## src/rtl/pipe_ctrl_pkg.sv

```systemverilog
// Shared definitions for the pipeline stall/flush sequencer: controller states,
// register-address width and the bubble word loaded into flushed stage registers.
package pipe_ctrl_pkg;

  localparam int unsigned REG_ADDR_W = 5;
  localparam int unsigned STAGE_W    = 32;

  // Stage registers load this word when their flush control is high.
  localparam logic [STAGE_W-1:0] BUBBLE_WORD = '0;

  typedef enum logic [1:0] {
    INIT     = 2'd0,
    RUN      = 2'd1,
    MEM_WAIT = 2'd2,
    ERROR    = 2'd3
  } ctrl_state_t;

endpackage

```

## src/rtl/pipeline_ctrl_load_use_detect.sv

```systemverilog
// Load-use hazard detector: the EX instruction is a load whose destination
// (never x0) is a source actually read by the instruction in ID.
module load_use_detect
  import pipe_ctrl_pkg::*;
(
  input  logic                  i_ex_is_load,
  input  logic [REG_ADDR_W-1:0] i_ex_rd,
  input  logic [REG_ADDR_W-1:0] i_id_rs1,
  input  logic [REG_ADDR_W-1:0] i_id_rs2,
  input  logic                  i_id_use_rs1,
  input  logic                  i_id_use_rs2,
  output logic                  o_hazard
);

  logic w_rd_live;
  logic w_rs1_hit;
  logic w_rs2_hit;

  assign w_rd_live = i_ex_is_load && (i_ex_rd != '0);
  assign w_rs1_hit = i_id_use_rs1 && (i_id_rs1 == i_ex_rd);
  assign w_rs2_hit = i_id_use_rs2 && (i_id_rs2 == i_ex_rd);
  assign o_hazard  = w_rd_live && (w_rs1_hit || w_rs2_hit);

endmodule

```

## src/rtl/pipeline_ctrl.sv

```systemverilog
// Central stall/flush sequencer for the 5-stage pipeline (INIT/RUN/MEM_WAIT/ERROR).
// Performance counters are built only when PIPE_PERF_CNT_EN is defined.
module pipeline_ctrl
  import pipe_ctrl_pkg::*;
#(
  parameter int unsigned INIT_FLUSH_CYCLES = 4,
  parameter int unsigned MEM_TIMEOUT       = 255,
  parameter int unsigned CNT_W             = 32
) (
  input  logic                  clk,
  input  logic                  rst_n,
  input  logic [REG_ADDR_W-1:0] id_rs1,
  input  logic [REG_ADDR_W-1:0] id_rs2,
  input  logic                  id_use_rs1,
  input  logic                  id_use_rs2,
  input  logic                  ex_is_load,
  input  logic [REG_ADDR_W-1:0] ex_rd,
  input  logic                  ex_branch_taken,
  input  logic                  mem_req,
  input  logic                  mem_ready,
  output logic                  pc_en,
  output logic                  ifid_en,
  output logic                  idex_en,
  output logic                  exmem_en,
  output logic                  memwb_en,
  output logic                  ifid_flush,
  output logic                  idex_flush,
  output logic                  memwb_flush,
  output logic                  mem_err,
  output logic [CNT_W-1:0]      stall_cnt,
  output logic [CNT_W-1:0]      flush_cnt
);

  localparam int unsigned INIT_W = $clog2(INIT_FLUSH_CYCLES + 1);
  localparam int unsigned WAIT_W = $clog2(MEM_TIMEOUT + 1);

  ctrl_state_t       r_state, w_state_nxt;
  logic [INIT_W-1:0] r_init_cnt, w_init_nxt;
  logic [WAIT_W-1:0] r_wait_cnt, w_wait_nxt;
  logic              w_load_use;
  logic              w_mem_hold;

  load_use_detect u_load_use (
    .i_ex_is_load (ex_is_load),
    .i_ex_rd      (ex_rd),
    .i_id_rs1     (id_rs1),
    .i_id_rs2     (id_rs2),
    .i_id_use_rs1 (id_use_rs1),
    .i_id_use_rs2 (id_use_rs2),
    .o_hazard     (w_load_use)
  );

  // In MEM_WAIT only mem_ready matters: the stalled access is still outstanding.
  assign w_mem_hold = ((r_state == RUN) && mem_req && !mem_ready) ||
                      ((r_state == MEM_WAIT) && !mem_ready);

  assign mem_err = (r_state == ERROR);

  always_ff @(posedge clk or negedge rst_n) begin
    if (!rst_n) begin
      r_state    <= INIT;
      r_init_cnt <= '0;
      r_wait_cnt <= '0;
    end else begin
      r_state    <= w_state_nxt;
      r_init_cnt <= w_init_nxt;
      r_wait_cnt <= w_wait_nxt;
    end
  end

  always_comb begin
    w_state_nxt = r_state;
    w_init_nxt  = r_init_cnt;
    w_wait_nxt  = r_wait_cnt;
    pc_en       = 1'b0;
    ifid_en     = 1'b0;
    idex_en     = 1'b0;
    exmem_en    = 1'b0;
    memwb_en    = 1'b0;
    ifid_flush  = 1'b0;
    idex_flush  = 1'b0;
    memwb_flush = 1'b0;

    if (!rst_n) begin
      ifid_flush  = 1'b1;
      idex_flush  = 1'b1;
      memwb_flush = 1'b1;
    end else begin
      unique case (r_state)
        INIT: begin
          ifid_en     = 1'b1;
          idex_en     = 1'b1;
          exmem_en    = 1'b1;
          memwb_en    = 1'b1;
          ifid_flush  = 1'b1;
          idex_flush  = 1'b1;
          memwb_flush = 1'b1;
          if (r_init_cnt == INIT_W'(INIT_FLUSH_CYCLES - 1)) begin
            w_state_nxt = RUN;
          end else begin
            w_init_nxt = r_init_cnt + INIT_W'(1);
          end
        end

        RUN, MEM_WAIT: begin
          if (w_mem_hold) begin
            memwb_en    = 1'b1;
            memwb_flush = 1'b1;
            if (r_state == RUN) begin
              w_state_nxt = MEM_WAIT;
              w_wait_nxt  = WAIT_W'(1);
            end else if (r_wait_cnt >= WAIT_W'(MEM_TIMEOUT - 1)) begin
              w_state_nxt = ERROR;
            end else begin
              w_wait_nxt = r_wait_cnt + WAIT_W'(1);
            end
          end else begin
            // Release cycle of MEM_WAIT evaluates hazards exactly like RUN.
            w_state_nxt = RUN;
            pc_en       = 1'b1;
            ifid_en     = 1'b1;
            idex_en     = 1'b1;
            exmem_en    = 1'b1;
            memwb_en    = 1'b1;
            if (ex_branch_taken) begin
              ifid_flush = 1'b1;
              idex_flush = 1'b1;
            end else if (w_load_use) begin
              pc_en      = 1'b0;
              ifid_en    = 1'b0;
              idex_flush = 1'b1;
            end
          end
        end

        ERROR: begin
        end

        default: begin
          w_state_nxt = INIT;
        end
      endcase
    end
  end

`ifdef PIPE_PERF_CNT_EN
  logic [CNT_W-1:0] r_stall_cnt;
  logic [CNT_W-1:0] r_flush_cnt;
  logic             w_active;
  logic             w_stall_evt;
  logic             w_flush_evt;

  assign w_active    = (r_state == RUN) || (r_state == MEM_WAIT);
  assign w_stall_evt = w_active && !pc_en;
  // A branch flush is the only case with the PC advancing while IF/ID is bubbled.
  assign w_flush_evt = w_active && pc_en && ifid_flush;

  always_ff @(posedge clk or negedge rst_n) begin
    if (!rst_n) begin
      r_stall_cnt <= '0;
      r_flush_cnt <= '0;
    end else begin
      if (w_stall_evt && (r_stall_cnt != '1)) r_stall_cnt <= r_stall_cnt + CNT_W'(1);
      if (w_flush_evt && (r_flush_cnt != '1)) r_flush_cnt <= r_flush_cnt + CNT_W'(1);
    end
  end

  assign stall_cnt = r_stall_cnt;
  assign flush_cnt = r_flush_cnt;
`else
  assign stall_cnt = '0;
  assign flush_cnt = '0;
`endif

endmodule

```

## config.mk

```make
export PLATFORM = sky130hd
export DESIGN_NAME = pipeline_ctrl
export DESIGN_NICKNAME = d
export VERILOG_FILES = /design/src/rtl/pipe_ctrl_pkg.sv /design/src/rtl/pipeline_ctrl_load_use_detect.sv /design/src/rtl/pipeline_ctrl.sv
export SDC_FILE = /design/constraint.sdc
export NUM_CORES = 1
export LEC_CHECK = 0
export CAP_MARGIN = 20
export CORE_MARGIN = 8
export CORE_UTILIZATION = 37
export DETAILED_ROUTE_END_ITERATION = 10
export PLACE_DENSITY = 0.81
export REMOVE_ABC_BUFFERS = 1
export SYNTH_ARGS = -nofsm -noshare
export SYNTH_HDL_FRONTEND = slang
export SYNTH_HIERARCHICAL = 1
export SYNTH_SLANG_ARGS = --single-unit
```

## constraint.sdc

```tcl
create_clock -name clk -period 2.41 [get_ports clk]
set_input_delay 0.482 -clock clk [delete_from_list [all_inputs] [get_ports clk]]
set_output_delay 0.482 -clock clk [all_outputs]
set_load 0.01 [all_outputs]
```

==> flow_results.org, run 1 <==
** Status
- Outcome :: finished clean

** STA
- Setup repair after global routing could not meet its margin everywhere.
- Clock skew on the completed layout was measured at about 0.0039 ns.
- The worst path in the final design needs a cycle of between 2 and 2.5 ns, including I/O delays and setup.
- Setup TNS :: 0 ns
- Final hold vios :: 0
- Endpoints failing setup :: 0
- Maximum clock rate :: about 0.42 GHz
- Across all hold checks on the routed design, the worst slack comes to around 0.49 ns.
- Share of the clock period used by the worst path after layout :: 0.999
- Slack of the critical path :: between 0.003 and 0.004 ns
- Final Max Slew Viols :: 0

** Die
- Top Ports :: between 90 and 100
- Placeable core region :: 3970 µm²
- Die outline area :: 6420 µm²
- The die is between 80 and 90 µm tall.
- After floorplanning, the core was divided into 23 placement rows.
- From left edge to right edge, the die measures roughly 80 µm.
- Starting density of the core :: 0.383

** Synthesis
- Most repeated cell in the gate-level netlist after synthesis :: buf_4
- Part of the Yosys area used for sequential elements :: 0.214
- Mean cell area of the mapped netlist :: 8.65 µm²
- Cell Area, Synth :: between 1500 and 2000 µm²
- Library cell with the largest summed area after synthesis :: buf_4
- Count of cell types in the netlist :: 43
- For this run, the leading register cell type out of synthesis is dfrtp_1.
- The commonest cells after synthesis are buf_4 (67), dfrtp_1 (13), a21oi_1 (10).
- Synthesis produced approximately 180 cells.
- In this run, synthesis produced a sequential element count of 13.
- Of the post-synthesis cell area, the dominant cell type holds 0.330.
- Yosys attributes the largest share of cell area to buf_4 (33%), dfrtp_1 (21%), ha_1 (6.6%).
- Of all flip-flops after synthesis, the portion carrying an async set or reset was 1.00.
- YS warnings :: 6
- In this run, synthesis inferred 0 flip-flops with an integrated enable.

** Setup path
- CP peak stage delay :: 0.52 ns
- Most used cell along the critical path :: a21oi_2
- Counting cells, the worst reg-to-reg path comes to 6.
- At the worst endpoint, the arrival time is ~1.9 ns.
- The worst register-to-register path begins at r_state[0].
- Capture point of the worst reg-to-reg path :: r_state[0]
- Maximum fanout count along the critical path :: 3
- Cell type of the slowest stage on the worst timing path :: or4_4
- STA classifies the critical path endpoint as an output pin.
- Walking the worst path, the cells encountered are buf_8 > or4_4 > o21ai_2 > a21oi_2 > or2_4 > a21oi_2 > o21ai_1 > buf_2.
- Crit Path Category :: in -> out
- STA classifies the critical path startpoint as an input pin.
- WP data required :: 1.93 ns
- Worst reg2reg setup slack :: about 0.76 ns

** Layout
- Post-layout instance area :: 1850 µm²
- The area growth from synthesis to layout is 21.4%.
- For this run, the share of the core covered by cells in the final layout is 0.465.
- In the final design database the tool counted roughly 260 nets.
- The filler cells instantiated in the layout total 373.
- Of the cells placed in the final design, the portion with a size suffix greater than 1 is 0.282.
- Antenna diode instance count :: 0

** Global route
- Vias in the first global route :: around 1.2k
- Entering global routing, the biggest net connects 17 pins.
- After global routing the overflow that remains totals 0.
- Antenna violations before repair :: 0
- Met3 Track Usage GR :: 0.0134
- For this run, the total global-route usage over all layers was measured as 0.101.
- The first global-routing pass estimated 5240 µm of wire.
- The global routing stage identified its most utilized layer as met2.
- GR Util met2 :: 0.191
- For this run, global-route usage on met1 was measured as 0.110.

** Detailed routing
- Number of iterations in the first detailed-routing pass :: 4
- Number of DRC violations after detailed routing :: 0
- Dividing the detail-routed wire length by the instance count gives about 13 µm.
- The final route contains about 1.2k vias.
- First-iteration detailed-routing DRC count :: between 60 and 70
- Wires add up to between 3000 and 4000 µm.
- Using the TritonRoute via totals, the vias-per-cell ratio works out to roughly 4.3.
- Number of antenna-violating nets in the routed design :: 0

** Clock tree
- Counting along the longest clock path gives a buffer depth of 2.
- CTS tree :: done
- CTS Root Cell :: clkbuf_8
- H-tree depth :: 1
- Clock transition at the register clock pins on the worst setup and hold paths after CTS :: around 0.06 ns
- TritonCTS created 3 clock buffers.
- Clock latency of the later-clocked register in the worst-skew pair :: around 0.24 ns
- CTS saw 13 sinks.

** Pwr
- Max VDD drop :: approximately 0.45 mV
- Pwr Density :: 739 nW/µm²
- For this design the static power due to leakage is between 0.0009 and 0.001 µW.

** Min path
- Worst Hold Endpoint :: r_init_cnt[2]
- Hold Path Class :: reg -> reg
- WHS Path Cells :: 2
- Startpoint of the tightest hold check path :: r_init_cnt[2]

** Placement
- Post-detailed-placement half-perimeter wirelength :: roughly 2800 µm
- Timing analysis after detailed placement gives a worst setup slack of -0.749 ns.
- Count of input and output buffers :: 31
- Placer congestion estimate :: a little under 0.8
- The placed instances occupy a cell area of about 1700 µm².

** Job
- Number of max-cap violations :: 0
[sequential cells by signal, indices dropped and copies added (netlist names)]
name,cells
r_wait_cnt,8
r_state,2
r_init_cnt,3
[cells by family (layout without fill, tap and decap cells)]
logic type | count (synthesis) | in the layout | synth area share
flops | 13 | 13 | 0.214
other cells | 1 | 64 | 0.00246
mux | 2 | 2 | 0.0140
buf+inv | 75 | 63 | 0.355
fa+ha+maj | 8 | 8 | 0.0657
compound gates | 38 | 38 | 0.167
xor+xnor | 11 | 11 | 0.0633
simple gates | 28 | 28 | 0.119
[layout make-up]
class / count / area (µm²) / area share
clock buffer: 3 / 41.3 / 0.0223
clock inverter: 1 / 5.00 / 0.00271
inverter: 7 / 26.3 / 0.0142
multi-input combinational: 151 / 975 / 0.527
sequential: 13 / 325 / 0.176
tap: 50 / 62.6 / 0.0339
timing repair buffer: 52 / 413 / 0.223
[cell usage in the layout (no fill, tap or decap), types with 3 or more instances in the layout]
cell,count
xnor2_1,3
o21a_1,3
ha_1,6
a21oi_1,7
buf_2,5
inv_1,5
dlygate4sd2_1,6
a21oi_2,3
xor2_1,4
nand2_1,6
clkbuf_8,3
a31oi_1,3
xor2_2,4
dfrtp_1,13
a41oi_1,3
clkbuf_2,7
clkdlybuf4s50_1,9
buf_4,20
nand3_1,4
conb_1,64
o21ai_0,5
[how the worst max path moves through the flow]
stage | slack, ns | startpoint | to | cells after the start
after floorplan | 0.26 | ex_rd[1] | idex_flush | 6
after global placement | -0.68 | ex_rd[4] | idex_flush | 10
after detailed placement | -0.75 | ex_rd[4] | idex_flush | 10
after CTS | -0.03 | ex_rd[3] | idex_flush | 8
after global routing | -0.06 | id_rs1[4] | ifid_en | 9
final | 0.003 | ex_rd[4] | idex_flush | 8
[worst max-delay path: cells and delay by family]
kind | cells | cell delay (ns)
AO/OA/AOI/OAI | 4 | 0.42
buffers and inverters | 2 | 0.24
AND/OR/NAND/NOR | 2 | 0.77
[per-layer routing]
layer | wire length (µm) | up-vias
met4 | 91 | 0
met1 | 1360 | 560
li1 | - | 572
met2 | 1950 | 58
met5 | 0 | -
met3 | 292 | 9
[through the flow]
step	power, µW	instances
after floorplan	742	171
after global placement	1070	266
after detailed placement	1080	266
after CTS	1310	274
after global routing	1470	277
final	1370	277
[power breakdown]
part | internal [µW] | total (µW) | switching (µW) | leakage, µW
sequential | 268 | 312 | 44.4 | 0.000169
combinational | 440 | 863 | 423 | 0.000768
clock | 114 | 191 | 77.2 | 0.0000255
total | 822 | 1370 | 544 | 0.000963
[what timing repair did]
| action | CTS | global route |
|---|---|---|
| hold buffers | 0 | 0 |
| resized for setup | 54 | 32 |
| pin swaps | 12 | 18 |
| setup buffers | 4 | 3 |
| endpoints found under the hold margin | 0 | 0 |
| endpoints found under the setup margin | 8 | 5 |
Power figures use the tool's default switching activity.
==> run 2: changes to the inputs <==
- clock period: 2.41 -> 2.6 ns (I/O delays scaled with it)
==> flow_results.org, run 2 (synthesis gave the netlist of run 1 again) <==
** Layout
- The register with the most flip-flops in the layout has 8 of them.
- Fraction of final layout cells sized beyond drive strength 1 :: 0.175
- The register with the most flip-flops in the final layout is r_wait_cnt.
- In the layout the commonest cells are conb_1 (64), dfrtp_1 (13), clkdlybuf4s50_1 (10).
- Post-Layout Cell Count :: between 200 and 300
- 0 antenna diodes ended up in the layout.
- Largest regs :: r_wait_cnt: 8 flops, r_init_cnt: 3 flops, r_state: 2 flops
- After the last flow step, the layout net total stands at between 200 and 250.
- Leading cell type in the layout, fill and taps excluded :: conb_1
- Compared with the post-synthesis result, the final layout area differs by 17.7%.

** Die
- Placeable core region :: a little under 4000 µm²
- Starting density of the core :: 0.383
- Die outline area :: ~6400 µm²
- The floorplan step set the die width to about 80 µm.
- Measured along the y axis, the die boundary spans 80.2 µm.
- Number of standard-cell rows in the floorplan :: 23
- Top Ports :: 96

** Placement
- Count of input and output buffers :: 31
- Once placement completed, the tool counted placed cells totaling 260.
- Placer congestion estimate :: about 0.84
- DP Worst Slack :: -0.658 ns
- Summed over all nets, the half-perimeter wirelength after detailed placement is between 2000 and 3000 µm.

** Clock tree
- In this run, post-CTS hold repair placed 0 buffers.
- Num Clock Sinks :: 13
- Clock latency of the later-clocked register in the worst-skew pair :: around 0.24 ns
- TritonCTS buffer count :: 3
- Longest Clk Path Bufs :: 2
- Clock transition at the register clock pins on the worst setup and hold paths after CTS :: 0.05 ns
- H-tree depth :: 1
- CTS tree :: done
- CTS Root Cell :: clkbuf_8

** Job
- Across the run, the number of max-cap violations was 0.

** Detailed routing
- Routed wire per std cell :: ~13 µm
- The detailed router finished its first iteration with 35 violations.
- Detail-routed via count per cell :: 4.29
- Number of antenna-violating nets in the routed design :: 0
- Number of DRC violations after detailed routing :: 0
- The first detailed-routing pass took 4 iterations.
- Post-Route WL :: 3510 µm
- Vias post-DR :: approximately 1.1k

** Min path
- The worst hold path was traced through 2 stages.
- The path class of the tightest hold or removal check is reg -> reg.
- Startpoint of the tightest hold check path :: r_init_cnt[2]
- Worst Hold Endpoint :: r_init_cnt[2]

** Pwr
- Of the total power, the share spent switching nets is 0.404.
- Leakage dissipation :: between 0.0009 and 0.001 µW
- Clock power share :: 0.151
- Seq pwr share :: 0.243
- Net switching power :: around 480 µW
- Max VDD drop :: between 0.3 and 0.4 mV
- Combinational group share of total power :: 0.607
- In this run the power density over the cells is between 600 and 700 nW/µm².
- Cell internal power was estimated by the tool at just over 700 µW.

** STA
- Endpoints failing setup :: 0
- The hold violation count in the final report is 0.
- Share of the clock period used by the worst path after layout :: 0.973
- Setup slack closes at between 0.06 and 0.07 ns.
- Across the routed clock network, the largest skew measured is approximately 0.0027 ns.
- Clock period minus worst slack :: around 2.5 ns
- Derived from the worst setup path, the maximum achievable clock frequency is around 0.40 GHz.
- The final-report max-slew violation count is 0.

** Global route
- Entering global routing, the biggest net connects 21 pins.
- Vias in the first global route :: 1,094
- Antenna violations before repair :: 0
- Leftover overflow at the end of global routing :: 0
- The first global-routing pass estimated between 5000 and 6000 µm of wire.
- Total routing resource utilization after global routing :: 0.100

** Status
- Outcome :: finished clean

** Setup path
- Tracing the worst setup path back leads to its startpoint at id_rs2[1].
- Data on the critical path arrives at its endpoint at around 2 ns.
- The critical path is of the in -> out type.
- STA puts the critical path data required time at 2.08 ns.
- Along the worst path, the maximum fanout reaches 2.
- For the worst flop-to-flop path, the logic depth is 6.
- Worst reg2reg setup slack :: ~0.94 ns
- Type of origin of the critical path :: input pin
- Capture point of the worst reg-to-reg path :: r_state[0]
- Type of element capturing the critical path :: output pin
- The worst register-to-register path begins at r_state[0].
==> run 2: critical path: stages <==
cell,delay (ns)
dlygate4sd2_1,0.25
xor2_1,0.17
nor4_2,0.27
nand3_1,0.13
a21oi_2,0.17
or2_4,0.14
a21oi_2,0.05
o21ai_1,0.14
buf_2,0.16
==> run 2: layout make-up <==
| type | instances | area (µm²) |
|---|---|---|
| Inverter | 7 | 26.3 |
| Fill cell | 393 | 2180 |
| Sequential cell | 13 | 325 |
| Multi-Input combinational cell | 151 | 947 |
| Timing Repair Buffer | 42 | 385 |
| Tap cell | 50 | 62.6 |
| Clock buffer | 4 | 45.0 |
==> run 2: power groups by stage <==
stage,sequential [µW],clock (µW),combinational [µW]
floorplan,282,0,406
global placement,288,0,663
detailed placement,291,0,679
CTS,287,183,697
global route,293,196,798
finish,288,179,719
==> run 2: what timing repair did <==
action,in CTS,in global routing
resized for setup,31,26
buffers inserted,2,1
pin swaps,7,12
setup endpoints to repair,7,3
==> run 2: how the worst max path moves through the flow <==
stage	depth (start not counted)	to
final	9	idex_flush
after global placement	8	idex_flush
after floorplan	6	idex_flush
after global routing	9	idex_flush
after CTS	9	idex_flush
after detailed placement	8	idex_flush
==> run 2: layer usage <==
metal,track usage,wire length (µm),vias up
met5,0,0,-
met3,0.0190,340,10
li1,-,-,552
met2,0.180,1810,58
met4,0.0473,87,0
met1,0.111,1270,525
==> run 2: stage by stage <==
stage,setup TNS [ns],total power [µW],util,area (µm²),hold slack (ns)
6_report,0,1190,0.451,1790,0.476
5_1_grt,-0.00286,1290,0.451,1790,0.509
4_1_cts,-0.0640,1170,0.437,1740,0.483
3_3_place_gp,-1.81,951,0.422,1680,0.463
2_1_floorplan,0,688,-,1240,0.224
3_5_place_dp,-2.02,971,0.422,1680,0.472
==> run 3: changes to the inputs <==
- CORE_UTILIZATION: 37 -> 64
- CTS_CLUSTER_SIZE: default -> 40
- DONT_BUFFER_PORTS: default -> 1
- PLACE_DENSITY: 0.81 -> 0.8
==> flow_results.org, run 3 (synthesis gave the netlist of run 1 again) <==
** Status
- Outcome :: finished clean

** Min path
- The path class of the tightest hold or removal check is reg -> reg.
- Worst Hold Endpoint :: r_init_cnt[0]
- Startpoint of the tightest hold check path :: r_init_cnt[0]
- Counting instances, the worst hold path has a depth of 1.

** Layout
- Counting the fill cells in the layout gives 184.
- Register with the most flip-flops :: r_wait_cnt
- Final core utilization :: 0.594
- At the end of the flow, the number of nets in the layout was 209.
- The repair_antennas step left the layout with diodes totalling 0.
- Leaving out fill and tap cells, the most frequent cell in the layout is conb_1.
- Registers take 325 µm².
- Largest regs :: r_wait_cnt: 8 flops, r_init_cnt: 3 flops, r_state: 2 flops
- Fraction of final layout cells sized beyond drive strength 1 :: 0.0734
- The library cells used most frequently in the layout, excluding fill and tap cells, are conb_1 (64), dfrtp_1 (13), a21oi_1 (10).
- Relative to the synthesized area, the layout overhead comes to -12.9%.
- Area of combinational cells with multiple inputs :: 896 µm²
- Flip-flop count of the largest register after layout :: 8

** Setup path
- Cell type of the slowest stage on the worst timing path :: dfrtp_1
- By startpoint and endpoint, the worst setup path is classified as reg -> out.
- Worst reg2reg setup slack :: roughly 0.94 ns
- Measured in cells, the most critical reg-to-reg path has a length of 7.
- Critical R2R Launch :: r_state[1]
- Combined buffer and inverter count along the critical path :: 1
- Critical-path cell list :: inv_1 > ha_2 > a21oi_1 > nor3b_1 > nor2_1 > o21ai_0
- Along the worst path, the maximum fanout reaches 10.
- Type of origin of the critical path :: register
- Type of element capturing the critical path :: output pin
- Data on the critical path is required at its endpoint by roughly 2.1 ns.
- CP peak stage delay :: a little over 0.4 ns
- Capture point of the worst reg-to-reg path :: r_state[0]
- At the worst endpoint, the arrival time is about 1.9 ns.
- Cell family contributing the most delay on the critical path :: compound AO/OA/AOI/OAI gates

** Die
- Starting density of the core :: 0.682
- The floorplan has 17 rows.
- Die span in x :: between 60 and 70 µm
- Placeable core region :: around 2200 µm²
- During I/O placement, the number of pins put on the boundary was 96.
- Die height :: between 60 and 70 µm
- Die outline area :: about 4200 µm²

** STA
- For the pin with the worst max-slew slack, the measured transition is around 0.57 ns.
- Final hold vios :: 0
- Maximum clock rate :: ~0.42 GHz
- In the final timing run, aggregate negative setup slack is 0 ns.
- Max transition margin :: 0.619
- Hold is met by between 0.4 and 0.5 ns.
- RSZ-0062 raised after global routing :: no
- After layout, the minimum clock period comes to approximately 2.4 ns.
- The final-report max-slew violation count came to 0.
- In the finished design, the share of the clock period the worst path needs comes to 0.914.
- Slack of the critical path :: roughly 0.22 ns
- Setup violations remaining at the end of the flow were counted as 0.
- For the final database, setup skew stands at between 0.002 and 0.0025 ns.

** Global route
- Total routing resource utilization after global routing :: 0.127
- The first global-routing pass estimated about 4400 µm of wire.
- Antenna violations before repair :: 0
- Vias in the first global route :: a little under 1k
- After global routing the overflow that remains totals 0.
- Largest net degree at the start of global routing :: 14

** Detailed routing
- Summing over every cut layer, the via total after detailed routing is 1,000.
- Number of DRC violations after detailed routing :: 0
- After detailed routing, the average wire length per cell comes to 14.0 µm.
- First-iteration detailed-routing DRC count :: 18
- Number of antenna-violating nets in the routed design :: 0
- Detail-routed via count per cell :: around 4.9
- Post-Route WL :: around 2900 µm
- For this run, the detailed router's first-pass iteration total came to 4.

** Clock tree
- Longest Clk Path Bufs :: 2
- Post-CTS Repair Setup Buffers :: 0
- For the worst-skew pair, the clock arrives at the later sink with an insertion delay of 0.27 ns.
- CTS tree :: done
- The tree built by TritonCTS fans out to 13 sinks.
- H-tree depth :: 1
- Clock transition at the register clock pins on the worst setup and hold paths after CTS :: ~0.07 ns
- The root buffer cell chosen for the clock tree is clkbuf_4.
- TritonCTS buffer count :: 3

** Placement
- In this run the tool buffered the top-level ports with 0 buffer cells.
- Timing analysis after detailed placement gives a worst setup slack of between 0.2 and 0.3 ns.
- Detailed placement finished with a half-perimeter wire length of between 2000 and 2500 µm.
- Routability-driven placement finished with a final weighted congestion of a little under 0.9.

** Pwr
- Max VDD drop :: ~0.56 mV
- Pwr Density :: between 600 and 700 nW/µm²
- For this design the static power due to leakage is 0.000689 µW.

** Job
- The tool flagged a number of max-cap violations equal to 0.
==> run 3: cell count changes in the layout (fill, tap and decap cells not counted), sizes merged, moves of 3 or more <==
cell           previous run  this run
clkbuf                    7         4
dlygate4sd2               5         0
buf                      15         1
dlymetal6s2s              8         0
clkdlybuf4s50            10         0
==> run 3: per-stage QoR <==
stage / std cells / instance area [µm²] / power [µW]
6_report: 205 / 1330 / 909
5_1_grt: 205 / 1330 / 987
4_1_cts: 205 / 1320 / 911
3_5_place_dp: 200 / 1290 / 780
3_3_place_gp: 200 / 1290 / 759
2_1_floorplan: 171 / 1240 / 688
==> run 3: final cells by class <==
cell class	count	share of cell area
clock buffers	4	0.0198
repair buffers	2	0.0132
flip-flops and latches	13	0.245
well taps	28	0.0264
inverters	7	0.0198
multi-input cells	151	0.675
==> run 3: timing repair <==
| item | CTS | global route |
|---|---|---|
| setup endpoints to repair | 0 | 1 |
| gates resized for setup | 0 | 1 |
| endpoints found under the hold margin | 13 | 0 |
| hold buffers | 1 | 0 |
==> run 3: power by group <==
group | total [µW] | internal, µW | switching, µW
registers | 289 | 248 | 41.8
clock network | 118 | 59.5 | 58.8
logic | 502 | 196 | 306
==> run 3: worst max-delay path by stage <==
stage	start	end	slack [ns]	cells after the start
5_1_grt	ex_rd[1]	idex_flush	0.06	7
3_3_place_gp	ex_rd[1]	idex_flush	0.31	6
2_1_floorplan	ex_rd[1]	idex_flush	0.38	6
3_5_place_dp	ex_rd[1]	idex_flush	0.26	6
6_report	r_state[1]	memwb_flush	0.22	6
4_1_cts	r_state[1]	memwb_flush	0.08	6
==> run 3: per-layer routing <==
layer / share of wire / up-vias / global-route usage
met4: 0.0024 / 0 / 0.0191
met2: 0.48 / 59 / 0.227
met5: 0 / - / 0
met1: 0.36 / 460 / 0.122
li1: - / 479 / -
met3: 0.16 / 2 / 0.0808
==> run 3: worst reg2reg max path, cell delays in order (launching register included) <==
cell and delay (ns):
dfrtp_1 0.41, inv_1 0.09, ha_2 0.29, a21oi_1 0.12, nor3b_1 0.29, buf_4 0.18
a21bo_2 0.11, a32oi_1 0.04
